===== src/rtl/serial_mag_comparator_pkg.sv =====
// Shared definitions for the bit-serial magnitude comparator: FSM encodings,
// cascade-cell seed values and the committed result record.
package serial_mag_comparator_pkg;

  localparam logic [1:0] IDLE  = 2'd0;
  localparam logic [1:0] SHIFT = 2'd1;
  localparam logic [1:0] DONE  = 2'd2;

  // Before any bit is seen the operands are equal and neither is greater.
  localparam logic E_INIT = 1'b1;
  localparam logic G_INIT = 1'b0;

  typedef struct packed {
    logic eq;
    logic gt;
    logic lt;
  } cmp_res_t;

  function automatic cmp_res_t res_from(input logic e, input logic g);
    cmp_res_t r;
    r.eq = e;
    r.gt = g;
    r.lt = ~e & ~g;
    return r;
  endfunction

endpackage


===== src/rtl/serial_mag_comparator_if.sv =====
// Request/result bundle for the serial magnitude comparator.
interface serial_mag_comparator_if #(
  parameter int WIDTH = 8
);
  logic             start;
  logic [WIDTH-1:0] a_in;
  logic [WIDTH-1:0] b_in;
  logic             busy;
  logic             done;
  logic             eq;
  logic             gt;
  logic             lt;

  modport master (output start, a_in, b_in, input busy, done, eq, gt, lt);
  modport slave  (input start, a_in, b_in, output busy, done, eq, gt, lt);
endinterface


===== src/rtl/cmp_bit_cell.sv =====
// One-bit cascade compare cell, MSB-first: carries the "still equal" and
// "already greater" state from the higher bits into this bit.
module cmp_bit_cell (
  input  logic a,
  input  logic b,
  input  logic e_in,
  input  logic g_in,
  output logic e_out,
  output logic g_out
);
  assign e_out = e_in & ~(a ^ b);
  assign g_out = g_in | (e_in & a & ~b);
endmodule


===== src/rtl/serial_mag_comparator.sv =====
// Bit-serial magnitude comparator: latches A/B on start, walks them MSB-first
// through a single cascade cell, and commits eq/gt/lt after WIDTH bits.
module serial_mag_comparator
  import serial_mag_comparator_pkg::*;
#(
  parameter int WIDTH = 8
) (
  input logic clk,
  input logic rst_n,
  serial_mag_comparator_if.slave bus
);

  localparam int CW = (WIDTH > 1) ? $clog2(WIDTH) : 1;

  logic [1:0]       state;
  logic [WIDTH-1:0] a_sr;
  logic [WIDTH-1:0] b_sr;
  logic [CW-1:0]    cnt;
  logic             e;
  logic             g;
  logic             e_nxt;
  logic             g_nxt;
  cmp_res_t         res;

  cmp_bit_cell u_cell (
    .a     (a_sr[WIDTH-1]),
    .b     (b_sr[WIDTH-1]),
    .e_in  (e),
    .g_in  (g),
    .e_out (e_nxt),
    .g_out (g_nxt)
  );

  always_ff @(posedge clk or negedge rst_n) begin
    if (!rst_n) begin
      state <= IDLE;
      a_sr  <= '0;
      b_sr  <= '0;
      cnt   <= '0;
      e     <= E_INIT;
      g     <= G_INIT;
      res   <= '0;
    end else begin
      case (state)
        // DONE accepts a new request just like IDLE so back-to-back compares
        // run at one result every WIDTH+1 cycles.
        IDLE, DONE: begin
          if (bus.start) begin
            a_sr  <= bus.a_in;
            b_sr  <= bus.b_in;
            e     <= E_INIT;
            g     <= G_INIT;
            cnt   <= CW'(WIDTH - 1);
            state <= SHIFT;
          end else begin
            state <= IDLE;
          end
        end
        SHIFT: begin
          e    <= e_nxt;
          g    <= g_nxt;
          a_sr <= a_sr << 1;
          b_sr <= b_sr << 1;
          if (cnt == '0) begin
            res   <= res_from(e_nxt, g_nxt);
            state <= DONE;
          end else begin
            cnt <= cnt - 1'b1;
          end
        end
        default: state <= IDLE;
      endcase
    end
  end

  assign bus.busy = (state == SHIFT);
  assign bus.done = (state == DONE);
  assign bus.eq   = res.eq;
  assign bus.gt   = res.gt;
  assign bus.lt   = res.lt;

endmodule


===== src/flat_wrapper.sv =====
// flat-port wrapper written by rule: the top's interface ports become plain ports
module serial_mag_comparator_flat import serial_mag_comparator_pkg::*;
#(
  parameter int WIDTH = 8
)
  (clk, rst_n, bus_start, bus_a_in, bus_b_in, bus_busy, bus_done, bus_eq, bus_gt, bus_lt);
  serial_mag_comparator_if #(.WIDTH(WIDTH)) bus_i ();
  input logic clk;
  input logic rst_n;
  input wire logic [$bits(bus_i.start)-1:0] bus_start;
  input wire logic [$bits(bus_i.a_in)-1:0] bus_a_in;
  input wire logic [$bits(bus_i.b_in)-1:0] bus_b_in;
  output wire logic [$bits(bus_i.busy)-1:0] bus_busy;
  output wire logic [$bits(bus_i.done)-1:0] bus_done;
  output wire logic [$bits(bus_i.eq)-1:0] bus_eq;
  output wire logic [$bits(bus_i.gt)-1:0] bus_gt;
  output wire logic [$bits(bus_i.lt)-1:0] bus_lt;
  assign bus_i.start = bus_start;
  assign bus_i.a_in = bus_a_in;
  assign bus_i.b_in = bus_b_in;
  assign bus_busy = bus_i.busy;
  assign bus_done = bus_i.done;
  assign bus_eq = bus_i.eq;
  assign bus_gt = bus_i.gt;
  assign bus_lt = bus_i.lt;
  serial_mag_comparator #(.WIDTH(WIDTH)) u_core (.clk(clk), .rst_n(rst_n), .bus(bus_i));
endmodule

===== config.mk =====
export PLATFORM = sky130hd
export DESIGN_NAME = serial_mag_comparator_flat
export DESIGN_NICKNAME = d
export VERILOG_FILES = /design/src/rtl/serial_mag_comparator_pkg.sv /design/src/rtl/serial_mag_comparator_if.sv /design/src/rtl/cmp_bit_cell.sv /design/src/rtl/serial_mag_comparator.sv /design/src/flat_wrapper.sv
export SDC_FILE = /design/constraint.sdc
export NUM_CORES = 1
export LEC_CHECK = 0
export CAP_MARGIN = 20
export CORE_UTILIZATION = 50
export CTS_CLUSTER_SIZE = 28
export DETAILED_ROUTE_END_ITERATION = 10
export GPL_TIMING_DRIVEN = 0
export PLACE_DENSITY = 0.79
export SETUP_SLACK_MARGIN = 0.05
export SYNTH_ARGS = -nofsm -noshare
export SYNTH_HDL_FRONTEND = slang
export SYNTH_SLANG_ARGS = --single-unit

===== constraint.sdc =====
create_clock -name clk -period 1.77 [get_ports clk]
set_input_delay 0.354 -clock clk [delete_from_list [all_inputs] [get_ports clk]]
set_output_delay 0.354 -clock clk [all_outputs]
set_load 0.03 [all_outputs]

# ---- Yosys cells after proc, flatten, opt, wreduce, memory -nomap -nowiden
# Index checks and enable logic that the tools add are counted.
dict set report op_classes {
  reduce_logical 7
  bitwise 10
  n_eq_ne 5
  muxes 14
  add_sub_neg 1
}
# operator count
set op_table {}
lappend op_table {{8-bit case mux with 2 select lines} 2}
lappend op_table {{8-bit two-way mux} 2}
lappend op_table {{3-bit two-way mux} 2}
lappend op_table {{3-bit case mux with 2 select lines} 1}
lappend op_table {{1-bit bitwise AND} 4}
lappend op_table {{2-bit != test (second input constant)} 2}
lappend op_table {{1-bit NOT} 4}
lappend op_table {{1-bit case mux with 2 select lines} 2}
lappend op_table {{2-bit case mux with 2 select lines} 1}
lappend op_table {{2-bit AND reduction} 2}
lappend op_table {{3-bit logical NOT} 1}
lappend op_table {{1-bit two-way mux} 3}
lappend op_table {{3-bit AND reduction} 1}
lappend op_table {{3-bit by 1-bit subtractor with 3-bit output (second input constant)} 1}
lappend op_table {{2-bit by 1-bit == test with 1-bit output (second input constant)} 1}
lappend op_table {{2-bit == test (second input constant)} 1}
lappend op_table {{2-bit logical NOT} 1}
lappend op_table {{2-bit two-way mux} 1}
lappend op_table {{2-bit by 1-bit != test with 1-bit output (second input constant)} 1}
lappend op_table {{2-bit nonzero test} 1}
lappend op_table {{2-bit OR reduction} 1}
lappend op_table {{1-bit OR} 1}
lappend op_table {{1-bit bitwise XOR} 1}
dict set report word_totals {
  regBits 26
  input_bits 19
  word_cells 46
}

# ---- Longest topological paths before layout
dict set report depth {
  ltp_word 5
  depth_mapped 5
  ltp_nobuf 5
}

# ---- By module
# Synthesis repeated with hierarchy kept, for this count alone.
dict set report unflattened {
  cells_unflattened 108
  area_unflattened_um2 1192.4
}
# mod cells_each seq_area_each_um2 n_inst area_per_inst_um2
set modules_own_cells {}
lappend modules_own_cells {serial_mag_comparator 104 651.9 1 1166.1}
lappend modules_own_cells {cmp_bit_cell 4 0.0 1 26.3}

# ---- Worst setup path before layout
# OpenSTA, ideal clock, no wires.
dict set report synth_path {
  path_kind {register to register}
  startpoint {register u_core.cnt[0]}
  endpoint {register u_core.res (netlist bit u_core.bus.lt)}
  path_buffers 0
  stages_incl_launch_ff 5
  arrival_time_ns 1.185
  setup_slack_ns 0.460
  period_less_slack_ns 1.310
  path_cell_list {dfrtp_1 > inv_1 > ha_1 > and4bb_4 > mux2_4}
}
dict set report synth_between {
  elab_chain_cells 2
}
# element line
set synth_rtl {}
lappend synth_rtl {{from (decl)} serial_mag_comparator.sv:18} ;# logic [CW-1:0] cnt;
lappend synth_rtl {{from (signal assigned)} serial_mag_comparator.sv:53} ;# cnt <= CW'(WIDTH - 1);
lappend synth_rtl {{from (signal assigned)} serial_mag_comparator.sv:68} ;# cnt <= cnt - 1'b1;
lappend synth_rtl {{3-bit logical NOT} serial_mag_comparator.sv:64} ;# if (cnt == '0) begin
lappend synth_rtl {{2-bit AND reduction (no source line)} --}
lappend synth_rtl {{to (signal assigned)} serial_mag_comparator.sv:65} ;# res <= res_from(e_nxt, g_nxt);
lappend synth_rtl {{to (decl)} serial_mag_comparator.sv:23} ;# cmp_res_t res;
# Every way passes these cells.
# A chain may end at the register's enable or synchronous reset.

# ---- Worst setup path after layout
dict set report layout_path {
  startpoint {register u_core.state[0]}
  endpoint {output bus_done}
}
dict set report layout_between {
  elab_chain_cells 1
}
# element line
set layout_rtl {}
lappend layout_rtl {{from (decl)} serial_mag_comparator.sv:15} ;# logic [1:0] state;
lappend layout_rtl {{from (signal assigned)} serial_mag_comparator.sv:36} ;# state <= IDLE;
lappend layout_rtl {{from (signal assigned)} serial_mag_comparator.sv:54} ;# state <= SHIFT;
lappend layout_rtl {{from (signal assigned)} serial_mag_comparator.sv:56} ;# state <= IDLE;
lappend layout_rtl {{2-bit == test} serial_mag_comparator.sv:77} ;# assign bus.done = (state == DONE);
lappend layout_rtl {{to (decl)} flat_wrapper.sv:14} ;# output wire logic [$bits(bus_i.done)-1:0] bus_done;
# Every way passes these cells.

==> impl_results.md <==
- Status: finished, final reports clean
- Maximum number of pins on one net before global-route repair: 19
- Slew margin rel.: 0.631
- Number of global-route vias before repair: 887
- Crit. End Element: output pin
- Pin slew with the least headroom to its limit: 0.552 ns
- Global-route wire length before repair: 4150 µm
- Power density normalized to cell area: about 1700 nW/µm²
- Cts bufs inserted: 3
- Peak supply drop: 1120 µV
- Share of the yosys chip area belonging to registers: 0.528
- Leakage power: 0.725 nW
- Layout cell share with drive strength beyond 1: 0.122
- List of cells traversed by the critical path: and2b_1, clkdlybuf4s15_1
- Layout Skew: around 0.0079 ns
- Iteration-0 DRC count of the detailed router: 26
- Share of the cycle needed by the critical path after routing: 0.941
- Number of hold violations in the final report: 0
- Die width: 51.7 µm
- Mapped Nets: 149
- # Post-CTS Setup Buffers: 0
- Boundary Pins: 24
- Synthesized instance count: 128
- Detailed-route wire length: ~2500 µm
- Share of the synthesized area in the top cell type: 0.507
- Net switching power: about 1.1 mW
- Core area: 2280 µm²
- Antenna Nets Post-Route: 0
- Utilization after layout: 0.690
- Synth area leader: dfrtp_1
- Global route total overflow: 0
- Count of H-tree levels built during CTS: 1
- Yosys warns: 0
- Overall via count from detail_route: 998
- Element type at the critical path start: flip-flop
- Path type of the worst min-delay path: in -> async
- Remaining design rule violation count: 0
- Die area: 2670 µm²
- Post-Syn Area per Cell: a little under 10 µm²
- Root buffer selected by CTS: clkbuf_4
- Critical-path maximum fanout: 5
- Logic gate share of total power: 0.456
- Placed cell area: roughly 1500 µm²
- Router iterations before antenna repair: 4
- Number of slew-limit violations in the final report: 0
- Switching share of total power: 0.391
- Number of antenna violations at the first check in global routing: 0
- Vias per Instance: 5.42
- Slowest stage delay, CP: about 0.44 ns
- Maximum root-to-sink buffer count: 2
- RSZ-0062 raised after global routing: no
- Clock-pin slew of the registers on the worst-case setup and hold paths: 0.15 ns
- Internal power summed over all cells: ~1.6 mW
- Number of endpoints failing setup at the final stage: 0
- Max-cap viol count: 0
- Period minus WS final: 1.67 ns
- # rows: 17
- Critical path's slowest cell: dfrtp_1
- Total number of nets in the final design: 178
- IO Port Bufs: 23
- Clock tree from TritonCTS: yes
- Setup TNS Final: 0 ns
- Clk pwr share: 0.154
- Type of the worst setup path: reg -> out
- Peak Freq: 600 MHz
- P&R area growth vs syn: 27.3%
- GRT Total Usage: 0.216
- Number of antenna repair diodes: 0
- Effective utilization at floorplan: 0.542
- Synth cell types: 26
- Post-DP HPWL: about 1800 µm
- Most area-consuming cells after synthesis: dfrtp_1 51%, nand2_1 10%, a31oi_1 8.1%
- Worst Path Required: about 1.4 ns
- Die height: between 50 and 60 µm
- Final routed wire length divided by cell count: 13.8 µm
- Arrival time worst endpoint: about 1.3 ns
- Final cell area excluding filler cells: 1570 µm²
- Later-pin clock latency in the skew report: 0.32 ns
- Clock sink total: 26
- FF+latch count, synth: 26
- Power share of the sequential group: 0.391
- Final Wtd Congestion: between 0.7 and 0.8
- Hold buffer count at cts: 0
- Netlist area before placement: ~1200 µm²
==> cell usage in the layout (no fill, tap or decap), types with 2 or more instances in the layout <==
cell type,netlist,final
a21oi_1,3,3
a22o_1,2,2
a31oi_1,16,16
buf_2,4,5
buf_6,3,3
clkbuf_4,0,3
clkdlybuf4s50_1,0,18
dfrtp_1,25,25
dlygate4sd2_1,0,3
ha_1,2,2
inv_1,2,2
nand2_1,33,33
nand2b_1,4,4
nor2_1,18,18
o21ai_0,2,2
==> power groups by stage <==
stage / Clock [mW] / Sequential, mW / Combinational (mW)
after floorplan: 0 / 1.09 / 0.869
after global placement: 0 / 1.05 / 1.21
after detailed placement: 0 / 1.07 / 1.26
after CTS: 0.417 / 1.05 / 1.24
after global routing: 0.434 / 1.09 / 1.39
final: 0.415 / 1.06 / 1.23
==> worst max-delay path, delay by kind of cell (launching register included) <==
family | cells | cell delay (ns)
simple gates | 1 | 0.20
buf+inv | 1 | 0.35
flops | 1 | 0.44
==> through the flow <==
stage	hold WS [ns]	power, mW	setup WS [ns]	cells
floorplan	0.0584	1.96	0.460	128
global placement	0.474	2.26	0.0103	179
detailed placement	0.482	2.33	0.0419	180
CTS	0.366	2.71	0.0755	184
global route	0.393	2.91	0.0610	184
finish	0.364	2.71	0.104	184
==> kinds of logic after synthesis <==
group,Yosys count,synth area share
AO/OA/AOI/OAI,25,0.129
flip-flops,26,0.528
adder cells (fa/ha/maj),2,0.0203
multiplexers,1,0.0122
XOR/XNOR,1,0.00710
buffers and inverters,11,0.0751
AND/OR/NAND/NOR,62,0.228
==> final timing paths <==
kind	start	endpoint	slack, ns	depth (start not counted)
worst max-delay path	u_core.state[0]	bus_done	0.10	2
worst min-delay path	rst_n	u_core.b_sr[3]	0.36	1
worst max register to register	u_core.cnt[0]	u_core.bus.lt	0.35	4
worst min register to register	u_core.cnt[0]	u_core.cnt[0]	0.50	1
max in group asynchronous	rst_n	u_core.e	0.84	2
min in group clk	u_core.cnt[0]	u_core.cnt[0]	0.50	1
==> flip-flops by register name (all words and copies together) (netlist names) <==
register,cells
u_core.b_sr,8
u_core.bus.lt,1
u_core.e,1
u_core.g,1
u_core.bus.eq,1
u_core.cnt,3
u_core.bus.gt,1
u_core.state,2
u_core.a_sr,8
==> layer usage <==
metal / wire, µm / vias to the layer above / GRT usage
li1: - / 488 / -
met1: 1150 / 482 / 0.292
met2: 1260 / 26 / 0.353
met3: 111 / 2 / 0.0292
met4: 16 / 0 / 0.0766
met5: 0 / - / 0
==> cell usage after synthesis <==
cell type and number:
a31oi_1 16, a211oi_1 1, dfstp_2 1, clkinv_8 1, buf_6 3, nor2_1 18, and3b_1 1, dfrtp_1 25
a22o_1 2, buf_8 1, and2b_1 1, a211o_1 1, mux2_4 1, nand3_1 1, nand2_1 33, xnor2_1 1
o21ai_0 2, nand2b_1 4, and3_1 1, ha_1 2, nor4b_2 1, inv_1 2, a21oi_1 3, nor2b_1 1
buf_2 4, and4bb_4 1
==> what timing repair did <==
item,in CTS,in global routing
setup endpoints to repair,5,1
cloned,0,0
gates resized for setup,9,1
==> final cells by class <==
class / instances / area [µm²]
Fill cell: 185 / 706
Sequential cell: 26 / 652
Multi-Input combinational cell: 91 / 489
Timing Repair Buffer: 24 / 249
Buffer: 8 / 68.8
Tap cell: 28 / 35.0
Clock inverter: 1 / 30.0
Inverter: 3 / 23.8
Clock buffer: 3 / 22.5
Power figures use the tool's default switching activity.
